--- config.mk ---
export PLATFORM = sky130hd
export DESIGN_NAME = gpioemu_host_flat
export DESIGN_NICKNAME = d
export VERILOG_FILES = /design/src/rtl/gpioemu_pkg.sv /design/src/rtl/gpioemu_host_if.sv /design/src/rtl/gpioemu_host_popcount32.sv /design/src/rtl/gpioemu_host.sv /design/src/flat_wrapper.sv
export SDC_FILE = /design/constraint.sdc
export NUM_CORES = 1
export LEC_CHECK = 0
export CORE_ASPECT_RATIO = 0.7
export CORE_MARGIN = 2
export CORE_UTILIZATION = 40
export DETAILED_ROUTE_END_ITERATION = 12
export MAX_ROUTING_LAYER = met4
export PLACE_DENSITY = 0.79
export SLEW_MARGIN = 25
export SYNTH_ARGS = -nofsm -noshare
export SYNTH_HDL_FRONTEND = slang
export SYNTH_SLANG_ARGS = --single-unit
--- constraint.sdc ---
create_clock -name clk -period 2 [get_ports clk]
set_clock_uncertainty 0.2 [all_clocks]
set_input_delay 0.4 -clock clk [delete_from_list [all_inputs] [get_ports clk]]
set_output_delay 0.4 -clock clk [all_outputs]
set_load 0.005 [all_outputs]
--- src/rtl/gpioemu_pkg.sv ---
// ============================================================================
// Module      : gpioemu_pkg
// Description : Shared constants and FSM state type for the GPIO-emulator host.
// Revision    : 1.0 - initial release
// ============================================================================
`default_nettype none

package gpioemu_pkg;

    localparam logic [15:0] c_addr_a1     = 16'h037F;
    localparam logic [15:0] c_addr_a2     = 16'h0388;
    localparam logic [15:0] c_addr_start  = 16'h03A1;
    localparam logic [15:0] c_addr_result = 16'h0390;
    localparam logic [15:0] c_addr_ones   = 16'h0398;
    localparam logic [15:0] c_addr_status = 16'h03A0;

    localparam int c_stat_ready_bit = 1;
    localparam int c_stat_valid_bit = 0;

    typedef enum logic [3:0] {
        S_IDLE    = 4'd0,
        S_WR_A1   = 4'd1,
        S_WR_A2   = 4'd2,
        S_WR_GO   = 4'd3,
        S_SETTLE  = 4'd4,
        S_RD_STAT = 4'd5,
        S_RD_W0   = 4'd6,
        S_RD_W1   = 4'd7,
        S_RD_ONES = 4'd8,
        S_RESP    = 4'd9
    } state_t;

endpackage

`default_nettype wire

--- src/rtl/gpioemu_host_if.sv ---
// ============================================================================
// Module      : gpioemu_host_if
// Description : Job request/response ports and peripheral strobe bus.
// Revision    : 1.0 - initial release
// ============================================================================
`default_nettype none

interface gpioemu_host_if;
    import gpioemu_pkg::*;

    logic        req_valid;
    logic        req_ready;
    logic [23:0] req_a1;
    logic [23:0] req_a2;
    logic        resp_valid;
    logic        resp_ready;
    logic [31:0] resp_w;
    logic [23:0] resp_ones;
    logic        resp_ovf;
    logic        resp_timeout;
    logic        resp_mismatch;
    logic [15:0] saddress;
    logic        srd;
    logic        swr;
    logic [31:0] sdata_out;
    logic [31:0] sdata_in;

    // master: the host engine; slave: job source, consumer and peripheral
    modport master (
        input  req_valid, req_a1, req_a2, resp_ready, sdata_in,
        output req_ready, resp_valid, resp_w, resp_ones, resp_ovf,
               resp_timeout, resp_mismatch, saddress, srd, swr, sdata_out
    );

    modport slave (
        output req_valid, req_a1, req_a2, resp_ready, sdata_in,
        input  req_ready, resp_valid, resp_w, resp_ones, resp_ovf,
               resp_timeout, resp_mismatch, saddress, srd, swr, sdata_out
    );

endinterface

`default_nettype wire

--- src/rtl/gpioemu_host_popcount32.sv ---
// ============================================================================
// Module      : popcount32
// Description : Combinational ones count of a 32-bit word.
// Revision    : 1.0 - initial release
// ============================================================================
`default_nettype none

module popcount32 (
    input  logic [31:0] i_data,
    output logic [5:0]  o_count
);

    always_comb begin
        o_count = 6'd0;
        for (int i = 0; i < 32; i++) begin
            o_count = o_count + {5'd0, i_data[i]};
        end
    end

endmodule

`default_nettype wire

--- src/rtl/gpioemu_host.sv ---
// ============================================================================
// Module      : gpioemu_host
// Description : Runs a 24x24 multiply job on the GPIO-emulator peripheral.
//               GPIOEMU_HOST_POPCHK_EN adds a local popcount cross-check.
// Revision    : 1.0 - initial release
// ============================================================================
`default_nettype none

module gpioemu_host
    import gpioemu_pkg::*;
#(
    parameter int STROBE_CYCLES = 2,
    parameter int SETTLE_CYCLES = 4,
    parameter int POLL_LIMIT    = 64
) (
    input  logic           clk,
    input  logic           reset,
    gpioemu_host_if.master bus
);

    localparam int c_hold_phase = STROBE_CYCLES + 1;
    localparam int c_settle_len = (SETTLE_CYCLES > 0) ? SETTLE_CYCLES : 1;
    localparam int c_cnt_max    = (c_hold_phase > c_settle_len) ? c_hold_phase : c_settle_len;
    localparam int c_phw        = $clog2(c_cnt_max + 1);
    localparam int c_pollw      = $clog2(POLL_LIMIT + 1);

    localparam logic [c_phw-1:0]   c_hold        = c_phw'(c_hold_phase);
    localparam logic [c_phw-1:0]   c_strobe_last = c_phw'(STROBE_CYCLES);
    localparam logic [c_phw-1:0]   c_settle_last = c_phw'(c_settle_len - 1);
    localparam logic [c_pollw-1:0] c_poll_last   = c_pollw'(POLL_LIMIT - 1);

    state_t               r_state, w_state_nxt;
    logic [c_phw-1:0]     r_phase, w_phase_nxt;
    logic [c_pollw-1:0]   r_poll, w_poll_nxt;
    logic                 r_req_ready;
    logic [23:0]          r_a1, r_a2;
    logic [31:0]          r_resp_w;
    logic [23:0]          r_resp_ones;
    logic                 r_resp_ovf, r_resp_timeout, r_resp_mismatch;

    logic                 w_access, w_is_read, w_strobe, w_acc_done;
    logic                 w_accept, w_stat_ready, w_timeout, w_mismatch;
    logic [15:0]          w_addr;
    logic [31:0]          w_wdata;

    // Bus access decode; phase 0 = setup, 1..STROBE_CYCLES = strobe, last = hold
    always_comb begin
        w_access  = 1'b0;
        w_is_read = 1'b0;
        w_addr    = 16'h0000;
        w_wdata   = 32'h0000_0000;
        case (r_state)
            S_WR_A1:   begin w_access = 1'b1; w_addr = c_addr_a1; w_wdata = {8'h00, r_a1}; end
            S_WR_A2:   begin w_access = 1'b1; w_addr = c_addr_a2; w_wdata = {8'h00, r_a2}; end
            S_WR_GO:   begin w_access = 1'b1; w_addr = c_addr_start; end
            S_RD_STAT: begin w_access = 1'b1; w_is_read = 1'b1; w_addr = c_addr_status; end
            S_RD_W0,
            S_RD_W1:   begin w_access = 1'b1; w_is_read = 1'b1; w_addr = c_addr_result; end
            S_RD_ONES: begin w_access = 1'b1; w_is_read = 1'b1; w_addr = c_addr_ones; end
            default:   ;
        endcase
        w_strobe   = w_access && (r_phase != '0) && (r_phase <= c_strobe_last);
        w_acc_done = w_access && (r_phase == c_hold);
    end

    assign w_accept     = (r_state == S_IDLE) && r_req_ready && bus.req_valid;
    assign w_stat_ready = bus.sdata_in[c_stat_ready_bit];
    assign w_timeout    = (r_state == S_RD_STAT) && w_acc_done && !w_stat_ready
                          && (r_poll == c_poll_last);

    always_comb begin
        w_state_nxt = r_state;
        w_phase_nxt = r_phase;
        w_poll_nxt  = r_poll;
        if (w_access) begin
            w_phase_nxt = w_acc_done ? '0 : r_phase + 1'b1;
        end
        case (r_state)
            S_IDLE: begin
                if (w_accept) begin
                    w_state_nxt = S_WR_A1;
                    w_phase_nxt = '0;
                    w_poll_nxt  = '0;
                end
            end
            S_WR_A1:   if (w_acc_done) w_state_nxt = S_WR_A2;
            S_WR_A2:   if (w_acc_done) w_state_nxt = S_WR_GO;
            S_WR_GO:   if (w_acc_done) w_state_nxt = S_SETTLE;
            S_SETTLE: begin
                if (r_phase == c_settle_last) begin
                    w_state_nxt = S_RD_STAT;
                    w_phase_nxt = '0;
                end else begin
                    w_phase_nxt = r_phase + 1'b1;
                end
            end
            S_RD_STAT: begin
                if (w_acc_done) begin
                    if (w_stat_ready) begin
                        w_state_nxt = S_RD_W0;
                    end else if (r_poll == c_poll_last) begin
                        w_state_nxt = S_RESP;
                    end else begin
                        w_poll_nxt = r_poll + 1'b1;
                    end
                end
            end
            S_RD_W0:   if (w_acc_done) w_state_nxt = S_RD_W1;
            S_RD_W1:   if (w_acc_done) w_state_nxt = S_RD_ONES;
            S_RD_ONES: if (w_acc_done) w_state_nxt = S_RESP;
            S_RESP:    if (bus.resp_ready) w_state_nxt = S_IDLE;
            default:   w_state_nxt = S_IDLE;
        endcase
    end

    always_ff @(posedge clk) begin
        if (reset) begin
            r_state     <= S_IDLE;
            r_phase     <= '0;
            r_poll      <= '0;
            r_req_ready <= 1'b0;
        end else begin
            r_state     <= w_state_nxt;
            r_phase     <= w_phase_nxt;
            r_poll      <= w_poll_nxt;
            r_req_ready <= (w_state_nxt == S_IDLE);
        end
    end

    // Read data is captured at the end of each access's hold cycle
    always_ff @(posedge clk) begin
        if (reset) begin
            r_a1            <= '0;
            r_a2            <= '0;
            r_resp_w        <= '0;
            r_resp_ones     <= '0;
            r_resp_ovf      <= 1'b0;
            r_resp_timeout  <= 1'b0;
            r_resp_mismatch <= 1'b0;
        end else begin
            if (w_accept) begin
                r_a1           <= bus.req_a1;
                r_a2           <= bus.req_a2;
                r_resp_timeout <= 1'b0;
            end
            if (w_acc_done) begin
                case (r_state)
                    S_RD_STAT: begin
                        if (w_stat_ready) begin
                            r_resp_ovf <= ~bus.sdata_in[c_stat_valid_bit];
                        end else if (w_timeout) begin
                            r_resp_w        <= '0;
                            r_resp_ones     <= '0;
                            r_resp_ovf      <= 1'b0;
                            r_resp_timeout  <= 1'b1;
                            r_resp_mismatch <= 1'b0;
                        end
                    end
                    S_RD_W1:   r_resp_w <= bus.sdata_in;
                    S_RD_ONES: begin
                        r_resp_ones     <= bus.sdata_in[23:0];
                        r_resp_mismatch <= w_mismatch;
                    end
                    default:   ;
                endcase
            end
        end
    end

`ifdef GPIOEMU_HOST_POPCHK_EN
    logic [5:0] w_pop;

    popcount32 u_popcount (
        .i_data  (r_resp_w),
        .o_count (w_pop)
    );

    assign w_mismatch = ({18'h0, w_pop} != bus.sdata_in[23:0]);
`else
    assign w_mismatch = 1'b0;
`endif

    assign bus.req_ready     = r_req_ready;
    assign bus.resp_valid    = (r_state == S_RESP);
    assign bus.resp_w        = r_resp_w;
    assign bus.resp_ones     = r_resp_ones;
    assign bus.resp_ovf      = r_resp_ovf;
    assign bus.resp_timeout  = r_resp_timeout;
    assign bus.resp_mismatch = r_resp_mismatch;
    assign bus.saddress      = w_addr;
    assign bus.srd           = w_strobe && w_is_read;
    assign bus.swr           = w_strobe && !w_is_read;
    assign bus.sdata_out     = w_wdata;

endmodule

`default_nettype wire

--- src/flat_wrapper.sv ---
// flat-port wrapper written by rule: the top's interface ports become plain ports
module gpioemu_host_flat import gpioemu_pkg::*;
#(
    parameter int STROBE_CYCLES = 2,
    parameter int SETTLE_CYCLES = 4,
    parameter int POLL_LIMIT    = 64
)
  (clk, reset, bus_req_valid, bus_req_a1, bus_req_a2, bus_resp_ready, bus_sdata_in, bus_req_ready, bus_resp_valid, bus_resp_w, bus_resp_ones, bus_resp_ovf, bus_resp_timeout, bus_resp_mismatch, bus_saddress, bus_srd, bus_swr, bus_sdata_out);
  gpioemu_host_if bus_i ();
  input  logic clk;
  input  logic reset;
  input wire logic [$bits(bus_i.req_valid)-1:0] bus_req_valid;
  input wire logic [$bits(bus_i.req_a1)-1:0] bus_req_a1;
  input wire logic [$bits(bus_i.req_a2)-1:0] bus_req_a2;
  input wire logic [$bits(bus_i.resp_ready)-1:0] bus_resp_ready;
  input wire logic [$bits(bus_i.sdata_in)-1:0] bus_sdata_in;
  output wire logic [$bits(bus_i.req_ready)-1:0] bus_req_ready;
  output wire logic [$bits(bus_i.resp_valid)-1:0] bus_resp_valid;
  output wire logic [$bits(bus_i.resp_w)-1:0] bus_resp_w;
  output wire logic [$bits(bus_i.resp_ones)-1:0] bus_resp_ones;
  output wire logic [$bits(bus_i.resp_ovf)-1:0] bus_resp_ovf;
  output wire logic [$bits(bus_i.resp_timeout)-1:0] bus_resp_timeout;
  output wire logic [$bits(bus_i.resp_mismatch)-1:0] bus_resp_mismatch;
  output wire logic [$bits(bus_i.saddress)-1:0] bus_saddress;
  output wire logic [$bits(bus_i.srd)-1:0] bus_srd;
  output wire logic [$bits(bus_i.swr)-1:0] bus_swr;
  output wire logic [$bits(bus_i.sdata_out)-1:0] bus_sdata_out;
  assign bus_i.req_valid = bus_req_valid;
  assign bus_i.req_a1 = bus_req_a1;
  assign bus_i.req_a2 = bus_req_a2;
  assign bus_i.resp_ready = bus_resp_ready;
  assign bus_i.sdata_in = bus_sdata_in;
  assign bus_req_ready = bus_i.req_ready;
  assign bus_resp_valid = bus_i.resp_valid;
  assign bus_resp_w = bus_i.resp_w;
  assign bus_resp_ones = bus_i.resp_ones;
  assign bus_resp_ovf = bus_i.resp_ovf;
  assign bus_resp_timeout = bus_i.resp_timeout;
  assign bus_resp_mismatch = bus_i.resp_mismatch;
  assign bus_saddress = bus_i.saddress;
  assign bus_srd = bus_i.srd;
  assign bus_swr = bus_i.swr;
  assign bus_sdata_out = bus_i.sdata_out;
  gpioemu_host #(.STROBE_CYCLES(STROBE_CYCLES), .SETTLE_CYCLES(SETTLE_CYCLES), .POLL_LIMIT(POLL_LIMIT)) u_core (.clk(clk), .reset(reset), .bus(bus_i));
endmodule
==> results.cfg, run 1 <==
[finish]
antennaDiodeCount = 0
postLayoutCoreUtil_pct = 78.76
syn_to_final_growth_pct = 89.89
drive_gt1_share_pct = 38.15
nets = 977
multi_input_area_mm2 = 0.003246
fin_area_mm2 = 0.009917
register_area_mm2 = 0.002445
nFillCells = 715

[detailed_routing]
drc_errors = 0
vias_per_cell = 5.902
dr.pass1.iters = 6
routedWlPerCell_um = 22.55
drt_wl_total_mm = 23.92
dr_total_vias = 6262
drt_iter0_markers = 518
ant_nets = 0

[setup_path]
cpPeakStageDelay_ns = 0.36
start_kind = register
critPathRequiredTime_ns = 1.40
path_class = register to output pin
cpMaxStageDelayCell = dfxtp_4
cp-end-kind = output pin
path_delay_family = buffers and inverters
crit_path_cell_trace = clkinvlp_4 > nor4_4 > buf_12 > buf_12 > buf_6 > a22o_1 > buf_2
crit_top_cell = buf_12
critPathMaxFanout = 7
critPathArrivalTime_ns = 1.98
r2r_cells = 11
path_depth = 7
cp_num_buf_inv = 5

[clock_tree]
insertion_delay_ns = 0.42
cts.sinks = 121
cts_tree = yes
numCtsBuffers = 17
clockBufferDepth = 2
clkSlewWorstSetupHoldPaths_ns = 0.06
hold_buffers = 0
cts_root_buffer = clkbuf_16
h-tree-depth = 4

[synth]
ys_warn_count = 0
syn_area_mm2 = 0.005223
yosysTopAreaCell = dfxtp_1
synthTopCellsByArea = dfxtp_1 46%, nand2_1 11%, a21oi_1 9.0%
seq_area_frac_synth_pct = 46.38
yosysUniqueCellTypes = 46
netlist_instances = 624
synth_top_area_share_pct = 46.38
syn_area_per_cell_um2 = 8.369
ys_ff_latch = 121

[power_and_ir_drop]
p_leak_uw = 0.003943
power_density_mw_per_mm2 = 763.7
intPower_uw = 5569
p_sw_uw = 2005
pwr-share-clk_pct = 45.4
combPwrFrac_pct = 20.6
power_frac_seq_pct = 34.0
ir_drop_v = 0.0005932
sw_frac_of_total_pct = 26.48

[timing]
final-setup-viol-count = 156
rsz0062_at_grt = true
timing.fmax_mhz = 387.5
fin_crit_sh_pct = 129.0
slew_headroom_pct = 55.27
finalHoldViolations = 0
period_minus_slack_ns = 2.581
slew_viol_final = 0
worst_slew_pin_slew_ns = 0.6709
setup_ws_ns = -0.5809

[placed_design]
gp_congestion = 0.8666
place_hpwl_mm = 10.92
port_buffers = 179
dpl_cell_area_mm2 = 0.007480

[global_route]
grt_start_max_net_pins = 49
busiest_layer = met2
grt.met3_usage_pct = 9.100
antenna_found_initial = 0
use_met1_pct = 36.56
use_met2_pct = 44.80
grt_first_pass_wirelength_mm = 30.84
grt_overflow = 0
grt_pass1_vias = 5797
grt_usage_pct = 28.84

[run]
cap_viol_max_count = 0

[worst_hold_path]
min-delay-path-class = primary input to register
whs_path_depth = 2

[status]
violations = negative setup slack
status = complete, but fails checks

[floorplanning]
rows = 34
core-area_mm2 = 0.01259
die_x_um = 140.6
io-pin-count = 195
die_area_mm2 = 0.01400
die_y_um = 99.60
start_util_pct = 41.47
[state kept, by name (all words and copies together), names as in the netlist]
register	cells
u_core.bus.resp_timeout	1
u_core.bus.req_ready	1
u_core.r_phase	3
u_core.r_poll	7
u_core.r_state	4
u_core.bus.resp_ones	24
u_core.bus.resp_w	32
u_core.r_a2	24
u_core.r_a1	24
u_core.bus.resp_ovf	1
[metal layers]
metal	up-vias	routed length, um
met5	-	0
met4	0	826
met3	83	2534
met2	425	10980
met1	3047	9580
li1	2707	-
[Yosys cell counts (all sizes together)]
cell type	n
a31oi	2
a21oi	94
ha	6
nor3	9
mux2i	2
o31ai	3
a2bb2oi	1
and3	1
dfxtp	121
nand3	4
a311oi	2
o311ai	1
nand2b	4
a221oi	1
xor2	1
and2	2
buf	35
nor2b	4
and4b	1
mux2	1
nand3b	2
clkbuf	39
a211oi	3
xnor2	1
inv	6
or2	3
o21ai	8
nor2	14
nor4	4
a22o	49
nor4b	2
a22oi	2
nand2	148
or3	4
and3b	1
or4	2
conb	1
o211ai	35
a21boi	5
[power groups by stage]
stage / logic (uW) / registers (uW) / clock network [uW]
final: 1560 / 2570 / 3440
after global routing: 1610 / 2580 / 3570
after CTS: 1210 / 2560 / 3420
after detailed placement: 842 / 2610 / 0
after global placement: 822 / 2610 / 0
after floorplan: 434 / 2590 / 0
[per-stage QoR]
step	total power, uW	setup slack, ns	setup TNS (ns)	hold slack (ns)	cells
global route	7762	-0.6265	-50.89	0.1673	1061
CTS	7189	-0.4478	-35.46	0.1642	1043
finish	7574	-0.5809	-45.19	0.1804	1061
global placement	3434	-0.2630	-16.92	0.2162	962
detailed placement	3452	-0.3104	-21.05	0.2336	962
floorplan	3026	-0.02875	-0.8970	0.2068	638
[layout make-up]
cell class,instances,area share (%)
clock buffers,20,4.605
repair buffers,304,33.71
multi-input cells,437,32.73
well taps,162,2.044
flip-flops and latches,121,24.65
clock inverters,11,1.968
inverters,6,0.2902
[layout by cell type (no fill, tap or decap), types with 3 or more instances in the layout]
cell / instances
nor3_4: 5
buf_12: 15
conb_1: 15
a21oi_2: 51
nand2b_1: 3
nand2_4: 39
clkinvlp_4: 4
o21ai_0: 4
nor2_4: 3
bufinv_16: 5
dfxtp_1: 115
buf_16: 15
inv_1: 4
buf_8: 6
or3_4: 3
clkbuf_16: 23
nor2b_1: 3
dfxtp_4: 6
o31ai_1: 3
a22o_1: 49
a21oi_1: 42
o211ai_1: 35
nand3_1: 3
nor3_1: 3
ha_1: 4
nand2_2: 8
buf_2: 32
buf_4: 49
nand2_1: 99
nor2_1: 8
buf_6: 40
clkdlybuf4s50_1: 141
nor2_2: 3
[timing repair]
action / 4_1_cts / 5_1_grt
endpoints found under the setup margin: 153 / 155
pin swaps: 50 / 120
buffers inserted: 35 / 20
resized for setup: 259 / 181
gates cloned: 15 / 8
[worst paths after layout]
check	slack, ns	startpoint	to
worst min-delay path	0.18	reset	u_core.bus.resp_w[10]
worst max-delay path	-0.58	u_core.r_state[0]	bus_sdata_out[1]
worst max register to register	-0.42	u_core.r_state[0]	u_core.r_a2[8]
worst min register to register	0.26	u_core.r_a2[20]	u_core.r_a2[20]
[cell families after synthesis]
| kind of cell | synth area share [%] |
|---|---|
| compound gates | 26.07 |
| xor+xnor | 0.3355 |
| fa+ha+maj | 1.437 |
| buf+inv | 7.666 |
| flops | 46.38 |
| mux | 0.5989 |
| other cells | 0.07180 |
| simple gates | 17.44 |
No activity file was read; power rests on OpenSTA's default activity.
==> inputs of run 2 (changes only) <==
--- a/config.mk
+++ b/config.mk
@@ -11,6 +11,7 @@
 export DETAILED_ROUTE_END_ITERATION = 12
 export MAX_ROUTING_LAYER = met4
 export PLACE_DENSITY = 0.79
+export SKIP_CTS_REPAIR_TIMING = 1
 export SLEW_MARGIN = 25
 export SYNTH_ARGS = -nofsm -noshare
 export SYNTH_HDL_FRONTEND = slang
==> run 2 against run 1 <==
The run still ends with negative setup slack left. Non-clock buffer count fell by 11. Sequential share of layout area rose by 0.50 points. Critical path depth did not move. Total power fell by 3.2%. Combinational power fell by 15%. Utilization fell by 1.6 points. Count of clock-buffer cells in the layout did not move. Clock power barely moved. Wire length fell by 5.3%. Critical endpoint is now bus_sdata_out[17]. Largest power group unchanged.
==> results.cfg, run 2 (same netlist as run 1, synthesis figures left out) <==
[setup_path]
critPathMaxFanout = 6
crit_top_cell = buf_6
start_kind = register
cpMaxStageDelayCell = nor4_4
cpPeakStageDelay_ns = 0.39
path_delay_family = buffers and inverters
critPathArrivalTime_ns = 1.98
path_class = register to output pin
cp-end-kind = output pin
critPathRequiredTime_ns = 1.40
cp_num_buf_inv = 5
crit_path_cell_trace = buf_6 > nor4_4 > buf_4 > buf_6 > clkbuf_16 > a22o_1 > buf_2

[worst_hold_path]
min-delay-path-class = primary input to register

[power_and_ir_drop]
power_density_mw_per_mm2 = 754.3
p_leak_uw = 0.003891
ir_drop_v = 0.0005836

[placed_design]
gp_congestion = 0.8666
place_hpwl_mm = 10.92
port_buffers = 179
place_ws_ns = -0.3104

[detailed_routing]
drc_errors = 0
dr_total_vias = 6077
ant_nets = 0
drt_wl_total_mm = 22.66
vias_per_cell = 5.788
dr.pass1.iters = 5
routedWlPerCell_um = 21.58
drt_iter0_markers = 524

[global_route]
antenna_found_initial = 0
grt_pass1_vias = 5170
grt_overflow = 0
grt_first_pass_wirelength_mm = 25.27
grt_usage_pct = 22.70
use_met2_pct = 36.73
grt_start_max_net_pins = 49
use_met1_pct = 28.51
busiest_layer = met2
grt.met3_usage_pct = 6.789

[timing]
period_minus_slack_ns = 2.576
setup_ws_ns = -0.5762
timing.fmax_mhz = 388.2
slew_viol_final = 0
setup_tns_ns = -28.20
worst_hold_slack_ns = 0.1953
fin_crit_sh_pct = 128.8
worst_slew_pin_slew_ns = 0.5543
slew_headroom_pct = 63.05
rsz0062_at_grt = true
finalHoldViolations = 0
final-setup-viol-count = 143

[finish]
final_cell_mix = 142 x clkdlybuf4s50_1, 114 x dfxtp_1, 85 x nand2_1, 60 x a21oi_2, 56 x buf_4
antennaDiodeCount = 0
drive_gt1_share_pct = 39.30
largest_reg_flops = 32
postLayoutCoreUtil_pct = 77.16
nets = 966
syn_to_final_growth_pct = 86.03
final_common_cell = clkdlybuf4s50_1

[status]
status = complete, but fails checks
violations = negative setup slack

[clock_tree]
insertion_delay_ns = 0.42
cts_tree = yes
clkSlewWorstSetupHoldPaths_ns = 0.06
h-tree-depth = 4
cts_root_buffer = clkbuf_16
cts.sinks = 121
clockBufferDepth = 2
numCtsBuffers = 17

[floorplanning]
die_area_mm2 = 0.01400
rows = 34
io-pin-count = 195
die_y_um = 99.60
core-area_mm2 = 0.01259
die_x_um = 140.6
start_util_pct = 41.47

[run]
cap_viol_max_count = 0
run 2: cell count changes in the layout (fill, tap and decap cells not counted), sizes merged:
cell and change:
buf -37, clkbuf +23, clkdlybuf4s50 +1, clkinvlp -1, dlymetal6s2s +2, inv +1
run 2: final timing paths:
kind                                        start                    end  slack, ns  depth (start not counted)
worst max-delay path            u_core.r_state[0]      bus_sdata_out[17]      -0.58                          7
worst min-delay path                        reset  u_core.bus.resp_w[17]       0.20                          2
worst max register to register  u_core.r_state[0]         u_core.r_a1[0]      -0.22                         10
worst min register to register   u_core.r_poll[6]       u_core.r_poll[6]       0.25                          2
run 2: stage by stage:
stage               total power [uW]  instance area (um2)  instances
CTS                             6832                 8132        993
floorplan                       3026                 5311        638
finish                          7329                 9716       1050
detailed placement              3452                 7480        962
global route                    7528                 9716       1050
global placement                3434                 7480        962
run 2: layout make-up:
class | count | area [um2]
clock inverters | 11 | 195.2
fillers | 773 | 2877
multi-input cells | 437 | 3267
clock buffers | 20 | 456.7
flip-flops and latches | 121 | 2444
repair buffers | 293 | 3128
well taps | 162 | 202.7
inverters | 6 | 22.52
run 2: where the power goes:
part	total (uW)	leakage, uW	internal [uW]	switching [uW]
clock	3430	0.000308	2270	1160
combinational	1330	0.00260	677	651
sequential	2570	0.000983	2500	69.5
total	7330	0.00389	5450	1880
run 2: routing by layer:
layer / routed length, um / up-vias
li1: - / 2681
met1: 9596 / 2988
met2: 10450 / 356
met3: 2153 / 52
met4: 461 / 0
met5: 0 / -
